**src/rtl/sum_stream_tx.sv**
```systemverilog
// Reads DEPTH sum words from the sum RAM in address order and streams them as a
// framed, little-endian byte stream (SYNC0, SYNC1, then 5 bytes per word) over valid/ready.
//
// state | meaning
// ------+--------------------------------------------------------------
// IDLE  | waiting for start; all outputs low
// HDR0  | presenting SYNC0
// HDR1  | presenting SYNC1
// RD    | one-cycle sum RAM read at the current address
// CAP   | RAM data valid; loaded into the shift register
// SEND  | presenting the 5 bytes of the captured word, LSB first
// DONE  | one-cycle done pulse, busy still high
module sum_stream_tx #(
  parameter int          DEPTH  = 768,
  parameter int          ADDR_W = 10,
  parameter int          DATA_W = 40,
  parameter logic [7:0]  SYNC0  = 8'hA5,
  parameter logic [7:0]  SYNC1  = 8'h5A
) (
  input  logic              clk,
  input  logic              reset,
  input  logic              start,
  output logic              busy,
  output logic              done,
  output logic [ADDR_W-1:0] sum_read_addr,
  output logic              sum_read_en,
  input  logic [DATA_W-1:0] sum_ram_data_out,
  output logic [7:0]        tx_data,
  output logic              tx_valid,
  input  logic              tx_ready,
  output logic              tx_last
);

  typedef enum logic [2:0] {
    S_IDLE, S_HDR0, S_HDR1, S_RD, S_CAP, S_SEND, S_DONE
  } state_t;

  localparam logic [ADDR_W-1:0] LAST_ADDR = ADDR_W'(DEPTH - 1);
  localparam logic [2:0]        LAST_BYTE = 3'd4;

  state_t              state_q, state_d;
  logic [ADDR_W-1:0]   addr_q, addr_d;
  logic [DATA_W-1:0]   shift_q, shift_d;
  logic [2:0]          idx_q, idx_d;
  logic                busy_q, busy_d;
  logic                done_q, done_d;
  logic                rd_en_q, rd_en_d;
  logic [7:0]          tx_data_q, tx_data_d;
  logic                tx_valid_q, tx_valid_d;
  logic                tx_last_q, tx_last_d;
  logic                xfer;

  assign xfer = tx_valid_q & tx_ready;

  always_comb begin
    state_d = state_q;
    addr_d  = addr_q;
    shift_d = shift_q;
    idx_d   = idx_q;
    case (state_q)
      S_IDLE: begin
        if (start) begin
          state_d = S_HDR0;
          addr_d  = '0;
        end
      end
      S_HDR0: if (xfer) state_d = S_HDR1;
      S_HDR1: if (xfer) state_d = S_RD;
      S_RD:   state_d = S_CAP;
      S_CAP: begin
        shift_d = sum_ram_data_out;
        idx_d   = '0;
        state_d = S_SEND;
      end
      S_SEND: begin
        if (xfer) begin
          shift_d = shift_q >> 8;
          idx_d   = idx_q + 3'd1;
          if (idx_q == LAST_BYTE) begin
            if (addr_q == LAST_ADDR) begin
              state_d = S_DONE;
            end else begin
              addr_d  = addr_q + ADDR_W'(1);
              state_d = S_RD;
            end
          end
        end
      end
      S_DONE:  state_d = S_IDLE;
      default: state_d = S_IDLE;
    endcase
  end

  // Outputs are registered, so they are decoded from the next-state values.
  always_comb begin
    busy_d     = (state_d != S_IDLE);
    done_d     = (state_d == S_DONE);
    rd_en_d    = (state_d == S_RD);
    tx_valid_d = (state_d == S_HDR0) || (state_d == S_HDR1) || (state_d == S_SEND);
    tx_last_d  = (state_d == S_SEND) && (addr_d == LAST_ADDR) && (idx_d == LAST_BYTE);
    tx_data_d  = 8'h00;
    case (state_d)
      S_HDR0:  tx_data_d = SYNC0;
      S_HDR1:  tx_data_d = SYNC1;
      S_SEND:  tx_data_d = shift_d[7:0];
      default: tx_data_d = 8'h00;
    endcase
  end

  always_ff @(posedge clk) begin
    if (!reset) begin
      state_q    <= S_IDLE;
      addr_q     <= '0;
      shift_q    <= '0;
      idx_q      <= '0;
      busy_q     <= 1'b0;
      done_q     <= 1'b0;
      rd_en_q    <= 1'b0;
      tx_data_q  <= 8'h00;
      tx_valid_q <= 1'b0;
      tx_last_q  <= 1'b0;
    end else begin
      state_q    <= state_d;
      addr_q     <= addr_d;
      shift_q    <= shift_d;
      idx_q      <= idx_d;
      busy_q     <= busy_d;
      done_q     <= done_d;
      rd_en_q    <= rd_en_d;
      tx_data_q  <= tx_data_d;
      tx_valid_q <= tx_valid_d;
      tx_last_q  <= tx_last_d;
    end
  end

  assign busy          = busy_q;
  assign done          = done_q;
  assign sum_read_addr = addr_q;
  assign sum_read_en   = rd_en_q;
  assign tx_data       = tx_data_q;
  assign tx_valid      = tx_valid_q;
  assign tx_last       = tx_last_q;

endmodule

```
**config.mk**
```make
export PLATFORM = sky130hd
export DESIGN_NAME = sum_stream_tx
export DESIGN_NICKNAME = d
export VERILOG_FILES = /design/src/rtl/sum_stream_tx.sv
export SDC_FILE = /design/constraint.sdc
export NUM_CORES = 1
export LEC_CHECK = 0
export CORE_AREA = 10 10 97 82
export CTS_CLUSTER_DIAMETER = 30
export DETAILED_ROUTE_END_ITERATION = 16
export DIE_AREA = 0 0 107 92
export PLACE_DENSITY = 0.84
export SLEW_MARGIN = 20
export SYNTH_ARGS = -nofsm -noshare
export SYNTH_HDL_FRONTEND = slang
export SYNTH_SLANG_ARGS = --single-unit
export TNS_END_PERCENT = 1
```
**constraint.sdc**
```tcl
create_clock -name clk -period 2.19 [get_ports clk]
set_input_delay 0.438 -clock clk [delete_from_list [all_inputs] [get_ports clk]]
set_output_delay 0.438 -clock clk [all_outputs]
set_load 0.05 [all_outputs]
```
======== Yosys cells after proc, flatten, opt, wreduce, memory -nomap -nowiden ========
Cells that the tools add are included.
word-level totals
  logic and storage cells ................. 54
  bits in registers ....................... 69
operators by class
  add/sub/neg operators ................... 2
  equality and inequality tests ........... 15
  muxes and demuxes ....................... 17
  bitwise operators ....................... 1
  reduce and logical (&&, ||, !) cells .... 8
operator list
  kind                   count
  $pmux 40 s2            1
  $mux 10                4
  $mux 40                1
  $pmux 8 s3             1
  $mux 3                 7
  $eq 10x10->1 const B   2
  $pmux 10 s2            1
  $eq 3x3->1 const B     6
  $pmux 3 s6             1
  $eq 3x2->1 const B     4
  $add 10x1->10 const B  1
  $eq 3x1->1 const B     2
  $pmux 3 s2             1
  $add 3x1->3 const B    1
  $logic_not 3->1        1
  $reduce_bool 3->1      1
  $logic_and 1x1->1      2
  $logic_or 1x1->1       2
  $ne 2x2->1 const B     1
  $reduce_and 2->1       1
  $reduce_bool 2->1      1
  $and 1x1->1            1

======== Longest topological paths before layout ========
Gate-level depths: netlist (run 1).
  depth after elaboration ................. 8
  gate-level depth with buffers ........... 9

======== Worst setup path before layout (run 1) ========
OpenSTA, ideal clock, no wires.
  path type ............................... flip-flop to flip-flop
  start ................................... reg addr_q[0] (netlist: sum_read_addr[0])
  end ..................................... reg tx_last_q (netlist: tx_last)
  stages on the path, launching flop included .. 8
  path buffers ............................ 0
  data arrival time ....................... 2,255 ps
  library setup time ...................... 88 ps
  clock period less this slack ............ 2,343 ps
  path slack .............................. -153 ps
  cell sequence ........................... dfxtp_1 -> ha_1 -> nand3_1 -> nor3_1 -> a21oi_1 -> nor4bb_1 -> nand4b_1 -> nor4_2
between the ends
  word-level cells in the longest chain between the ends .. 8
  elaborated cells on any way between the ends .. 15
  classes of those cells .................. 1 x add/sub; 3 x eq/ne; 9 x mux; 2 x reduce/logical
RTL lines
  what                                           RTL line  RTL
  start, declared                                42        logic [ADDR_W-1:0] addr_q, addr_d;
  start signal, assigned                         124       addr_q <= addr_d;
  $add 10x1->10 or $eq 10x10->1 (tied branches)  83, 80
  $mux 10 or $mux 3 (tied branches)              80        if (addr_q == LAST_ADDR) begin
  $mux 10 or $mux 3 (tied branches)              79        if (idx_q == LAST_BYTE) begin
  $mux 10 or $mux 3 (tied branches)              76        if (xfer) begin
  $pmux 10 s2 or $pmux 3 s6 (tied branches)      60        case (state_q)
  $eq 10x10->1 or $eq 3x3->1 (tied branches)     100       tx_last_d = (state_d == S_SEND) && (addr_d == LAST_ADDR) && (idx_d == LAST_BYTE);
  $logic_and 1x1->1 (*) (2 in series)            100
  end signal, assigned                           132       tx_last_q <= tx_last_d;
  end, declared                                  50        logic tx_last_q, tx_last_d;
Mark *: on every way between the ends. The rest lies on a longest branch, timed or not.
A chain may end at the register's enable or synchronous reset.

======== Worst setup path in the final report (run 1) ========
  start ................................... reg addr_q[4] (netlist: sum_read_addr[4])
  end ..................................... out sum_read_addr[4]
RTL lines
  what           RTL line  RTL
  end, declared  25        output logic [ADDR_W-1:0] sum_read_addr,
No word-level cell between the ends.

==> results.sh, run 1 <==
export IMPL_seq_power_share=0.474
export IMPL_hold_class="flip-flop to flip-flop"
export IMPL_period_share=0.972
export IMPL_wl_per_cell_um=17.8
export IMPL_synthCells=306
export IMPL_cts_made_buffers=9
export IMPL_row_count=26
export IMPL_cp_buffers_inverters=1
export IMPL_final_util=0.655
export IMPL_skew_ns=0.00862
export IMPL_critical_path_endpoint_type="primary output"
export IMPL_crit_arrival_ns=1.69
export IMPL_synth_area_per_cell_um2=9.50
export IMPL_antenna_found_initial=0
export IMPL_vias=2838
export IMPL_path_delay_family="buffers and inverters"
export IMPL_slowest_stage="clkdlybuf4s50_1"
export IMPL_switching_share=0.237
export IMPL_relSlewSlack=0.665
export IMPL_highest_layer="met4"
export IMPL_yosys_warnings=0
export IMPL_setup_viol=0
export IMPL_synth_area_um2=2910
export IMPL_place_congestion=0.921
export IMPL_drc=0
export IMPL_cts_tree="yes"
export IMPL_ys_flop_type="dfxtp_1"
export IMPL_synth_edff_count=0
export IMPL_die_h_um=92
export IMPL_start_kind="flip-flop"
export IMPL_internal_power_w=0.00209
export IMPL_r2r_end="tx_data[2]"
export IMPL_ios=67
export IMPL_layout_drive_gt1_share=0.154
export IMPL_drt_wl_total_mm=8.46
export IMPL_synth_most_common_cell="dfxtp_1"
export IMPL_p_leak_nw=1.55
export IMPL_grt_pass1_wl_mm=13.6
export IMPL_place_inst=458
export IMPL_drv_slew=0
export IMPL_cp_max_fo=9
export IMPL_wl_met2_mm=3.80
export IMPL_pwr_share_comb=0.104
export IMPL_drt_vias_per_instance=5.99
export IMPL_synthTopCellsByArea="dfxtp_1, a222oi_1, nor2_1, a22oi_1, a21oi_1"
export IMPL_seq_area_frac_synth=0.475
export IMPL_worstSetupPathDepth=1
export IMPL_r2r_slack_ns=0.17
export IMPL_hold_violations=0
export IMPL_die_w_um=107
export IMPL_cp_cell_sequence="clkdlybuf4s50_1"
export IMPL_fin_crit_ns=2.13
export IMPL_cts_max_level=3
export IMPL_critPathMaxStageDelay_ns=0.87
export IMPL_wl_met1_mm=3.79
export IMPL_dieArea_um2=9840
export IMPL_grt_pass1_vias=2742
export IMPL_criticalPathCategory="flip-flop to primary output"
export IMPL_cts_sinks=69
export IMPL_ir_worst_vdd_mv=0.493
export IMPL_synth_top_area_share=0.475
export IMPL_yosys_area_top_type="dfxtp_1"
export IMPL_start_util=0.475
export IMPL_required_ns=1.75
export IMPL_drtAntennaViolNets=0
export IMPL_port_buffers=66
export IMPL_fillers=501
export IMPL_nets=432
export IMPL_holdPathStages=2
export IMPL_async_flop_share=0
export IMPL_first_iter_violations=282
export IMPL_tightestPinTransition_ns=0.497
export IMPL_maxCapViolCount=0
export IMPL_wl_met3_um=758
export IMPL_rsz0062_at_grt="false"
export IMPL_grt_start_max_net_pins=41
export IMPL_reg2reg_depth=6
export IMPL_dr_pass1_iters=7
export IMPL_areaGrowthSynthToFinish_pct=37.8
export IMPL_min_to="shift_q[39]"
export IMPL_yosys_register_bits=69
export IMPL_globalRouteTotalUtil=0.169
export IMPL_clk_pin_slew_ns=0.08
export IMPL_switchingPower_w=0.000650
export IMPL_synthTopCellsByCount="dfxtp_1, nor2_1, a222oi_1"
export IMPL_cts_root_buf="clkbuf_8"
export IMPL_fin_cells=474
export IMPL_rr_startpoint="sum_read_addr[6]"
export IMPL_synth_cell_types=52
export IMPL_cts_path_max_buffers=2
export IMPL_hp_start="shift_q[39]"
export IMPL_antennaDiodeCount=0
export IMPL_p_per_area_nw_per_um2=684
export IMPL_core_region_area_um2=6120
export IMPL_place_hpwl_mm=6.03
export IMPL_synthesis_nets=353
export IMPL_cts_hold_buf=0
export IMPL_fmaxAchievable_mhz=470
export IMPL_grt_overflow=0
export IMPL_status="completed"
export IMPL_clk_latency_ns=0.34
export IMPL_pwr_share_clk=0.422
routing by layer:
layer / vias to the layer above / GRT usage
met5: - / 0
met2: 134 / 0.248
met3: 9 / 0.0629
met4: 0 / 0.0586
met1: 1353 / 0.221
li1: 1342 / -
cell families (layout without fill, tap and decap cells):
group / count (synthesis) / count (layout) / share of synthesized area
buf+inv: 30 / 114 / 0.0503
fa+ha+maj: 3 / 3 / 0.0129
flops: 69 / 69 / 0.475
compound gates: 91 / 91 / 0.256
simple gates: 113 / 113 / 0.205
worst reg2reg max path, cell delays in order, from the launching register on:
cell      delay, ns
dfxtp_1        0.48
nand4b_2       0.27
o31a_1         0.41
a21o_1         0.20
o21ai_1        0.24
buf_4          0.21
a21oi_1        0.07
worst max-delay path by stage:
stage | end | slack (ns) | from
2_1_floorplan | tx_data[1] | 0.04 | sum_read_addr[6]
3_3_place_gp | tx_last | -0.09 | tx_ready
3_5_place_dp | shift_q[17] | -0.14 | tx_ready
4_1_cts | sum_read_addr[4] | 0.04 | sum_read_addr[4]
5_1_grt | tx_last | 0.01 | sum_read_addr[1]
6_report | sum_read_addr[4] | 0.06 | sum_read_addr[4]
power groups by stage:
stage	Combinational (W)	Sequential [W]	Clock [W]
final	0.000286	0.00130	0.00116
after global routing	0.000304	0.00130	0.00122
after CTS	0.000287	0.00130	0.00117
after detailed placement	0.000285	0.00133	0
after global placement	0.000281	0.00133	0
after floorplan	0.0000899	0.00137	0
sequential cells by signal, summed over array words and instances (netlist names):
name,flops
busy,1
idx_q,3
state_q,3
tx_valid,1
sum_read_addr,10
tx_data,8
sum_read_en,1
tx_last,1
done,1
shift_q,40
cells in the final DEF, fill, tap and decap left out, types with 7 or more instances in the layout:
cell / n
inv_1: 7
nand2_1: 14
a222oi_1: 32
a22oi_1: 10
dfxtp_1: 64
buf_4: 25
a21oi_1: 13
nor2_1: 50
nand3_1: 7
and2_1: 8
clkbuf_8: 10
a21o_1: 8
clkdlybuf4s50_1: 65
metrics by stage:
| stage | area, um^2 | hold WS [ns] | setup TNS (ns) | setup WS, ns | power [W] |
|---|---|---|---|---|---|
| floorplan | 2910 | 0.465 | 0 | 0.0427 | 0.00146 |
| global placement | 3750 | 0.480 | -1.21 | -0.0917 | 0.00161 |
| detailed placement | 3750 | 0.490 | -2.43 | -0.137 | 0.00161 |
| CTS | 3970 | 0.512 | 0 | 0.0395 | 0.00276 |
| global route | 4010 | 0.547 | 0 | 0.0101 | 0.00283 |
| finish | 4010 | 0.504 | 0 | 0.0608 | 0.00274 |
final cells by class:
type / count / area (um^2) / area share
multi-input cells: 207 / 1410 / 0.352
flip-flops and latches: 69 / 1390 / 0.346
repair buffers: 91 / 851 / 0.212
clock buffers: 11 / 141 / 0.0353
well taps: 84 / 105 / 0.0262
clock inverters: 5 / 83.8 / 0.0209
inverters: 7 / 26.3 / 0.00656
timing repair:
item | CTS | global route
setup endpoints to repair | 0 | 9
resized for setup | 0 | 9
buffers inserted | 0 | 0
(Power assumes the default switching activity.)
==> run 2: changes to the inputs <==
--- a/config.mk
+++ b/config.mk
@@ -10,6 +10,7 @@
 export DETAILED_ROUTE_END_ITERATION = 16
 export DIE_AREA = 0 0 107 92
 export PLACE_DENSITY = 0.84
+export SETUP_SLACK_MARGIN = 0.4
 export SLEW_MARGIN = 20
 export SYNTH_ARGS = -nofsm -noshare
 export SYNTH_HDL_FRONTEND = slang
==> results.sh, run 2 (same netlist as run 1, synthesis figures left out) <==
export IMPL_clk_pin_slew_ns=0.07
export IMPL_path_delay_family="buffers and inverters"
export IMPL_hp_start="shift_q[35]"
export IMPL_most_common_layout_cells="clkdlybuf4s50_1, dfxtp_1, nor2_1"
export IMPL_dieArea_um2=9840
export IMPL_start_util=0.475
export IMPL_die_w_um=107
export IMPL_pwr_share_comb=0.110
export IMPL_drt_wl_total_mm=8.28
export IMPL_grt_overflow=0
export IMPL_pre_cts_slack_ns=-0.164
export IMPL_regMostFlops="shift_q"
export IMPL_nets=423
export IMPL_areaGrowthSynthToFinish_pct=37.3
export IMPL_drc=0
export IMPL_wl_per_cell_um=17.8
export IMPL_antennaDiodeCount=0
export IMPL_vias=2836
export IMPL_fin_crit_ns=2.06
export IMPL_cts_sinks=69
export IMPL_internal_power_w=0.00198
export IMPL_switchingPower_w=0.000657
export IMPL_register_area_um2=1410
export IMPL_cp_max_fo=9
export IMPL_cts_made_buffers=9
export IMPL_min_to="shift_q[35]"
export IMPL_r2r_slack_ns=0.27
export IMPL_port_buffers=66
export IMPL_p_leak_nw=1.54
export IMPL_crit_arrival_ns=1.63
export IMPL_criticalPathCategory="flip-flop to primary output"
export IMPL_rsz0062_at_grt="true"
export IMPL_pwr_share_clk=0.397
export IMPL_globalRouteTotalUtil=0.168
export IMPL_multiInputGateArea_um2=1460
export IMPL_cts_max_level=3
export IMPL_worstSetupPathDepth=1
export IMPL_drt_vias_per_instance=6.10
export IMPL_slowest_stage="clkdlybuf4s50_1"
export IMPL_grt_pass1_wl_mm=13.6
export IMPL_worst_hold_slack_ns=0.518
export IMPL_holdPathStages=2
export IMPL_required_ns=1.75
export IMPL_setup_ws_ns=0.126
export IMPL_cts_root_buf="clkbuf_8"
export IMPL_rr_startpoint="idx_q[0]"
export IMPL_cts_path_max_buffers=2
export IMPL_cts_tree="yes"
export IMPL_hold_class="flip-flop to flip-flop"
export IMPL_p_per_area_nw_per_um2=660
export IMPL_drtAntennaViolNets=0
export IMPL_antenna_found_initial=0
export IMPL_largest_reg_flops=40
export IMPL_ios=67
export IMPL_clk_latency_ns=0.35
export IMPL_critical_path_endpoint_type="primary output"
export IMPL_drv_slew=0
export IMPL_relSlewSlack=0.632
export IMPL_fmaxAchievable_mhz=485
export IMPL_cp_buffers_inverters=1
export IMPL_place_congestion=0.925
export IMPL_tightestPinTransition_ns=0.552
export IMPL_place_hpwl_mm=6.01
export IMPL_final_common_cell="clkdlybuf4s50_1"
export IMPL_period_share=0.942
export IMPL_r2r_end="tx_last"
export IMPL_critPathMaxStageDelay_ns=0.85
export IMPL_fillers=517
export IMPL_seq_power_share=0.493
export IMPL_start_kind="flip-flop"
export IMPL_row_count=26
export IMPL_hold_violations=0
export IMPL_cp_cell_sequence="clkdlybuf4s50_1"
export IMPL_grt_pass1_vias=2852
export IMPL_die_h_um=92
export IMPL_status="completed"
export IMPL_first_iter_violations=296
export IMPL_dr_pass1_iters=10
export IMPL_maxCapViolCount=0
export IMPL_skew_ns=0.00850
export IMPL_layout_drive_gt1_share=0.181
export IMPL_switching_share=0.249
export IMPL_core_region_area_um2=6120
export IMPL_reg2reg_depth=8
export IMPL_ir_worst_vdd_mv=0.426
export IMPL_grt_start_max_net_pins=41
export IMPL_setup_viol=0
export IMPL_cts_hold_buf=0
## run 2: changes by cell type in the layout (fill, tap and decap cells not counted), moves of 2 or more
cell	delta
buf_4	-10
dfxtp_1	-11
dfxtp_2	+9
dfxtp_4	+2
nor3_2	-2
o21ai_1	-2
o21ai_2	+2
## run 2: layout make-up
type,instances,area share
Multi-Input combinational cell,207,0.365
Sequential cell,69,0.352
Timing Repair Buffer,82,0.199
Clock buffer,11,0.0354
Tap cell,84,0.0263
Clock inverter,5,0.0150
Inverter,7,0.00658
## run 2: what timing repair did
action	CTS	global route
gates resized for setup	2	9
pin swaps	0	4
buffers inserted	0	1
endpoints found under the setup margin	61	87
## run 2: power groups by stage
| stage | clock network, W | logic (W) | registers (W) |
|---|---|---|---|
| final | 0.00105 | 0.000290 | 0.00130 |
| after global routing | 0.00111 | 0.000307 | 0.00130 |
| after global placement | 0 | 0.000285 | 0.00133 |
| after floorplan | 0 | 0.0000916 | 0.00137 |
| after CTS | 0.00107 | 0.000290 | 0.00130 |
| after detailed placement | 0 | 0.000288 | 0.00133 |
## run 2: worst max path at each step
stage	slack (ns)	endpoint	from
final	0.13	sum_read_addr[4]	sum_read_addr[4]
after global routing	0.09	sum_read_addr[4]	sum_read_addr[4]
after CTS	0.14	sum_read_addr[6]	sum_read_addr[6]
after detailed placement	-0.16	tx_last	start
after global placement	-0.12	tx_last	tx_ready
after floorplan	0.41	tx_last	idx_q[0]
## run 2: layer usage
layer	wire, um	part of all wire	GRT usage	up-vias
li1	-	-	-	1336
met1	3550	0.43	0.200	1343
met2	3880	0.47	0.272	144
met3	733	0.089	0.0643	13
met4	117	0.014	0.0574	0
met5	0	0	0	-
## run 2: through the flow
stage          setup TNS (ns)  cell area, um^2  power (W)  cells   util
5_1_grt                     0             3990    0.00272    465  0.653
3_3_place_gp            -1.69             3750    0.00161    448  0.614
4_1_cts                     0             3960    0.00265    464  0.647
6_report                    0             3990    0.00263    465  0.653
3_5_place_dp            -2.28             3750    0.00161    448  0.614
2_1_floorplan               0             2980    0.00146    306      -
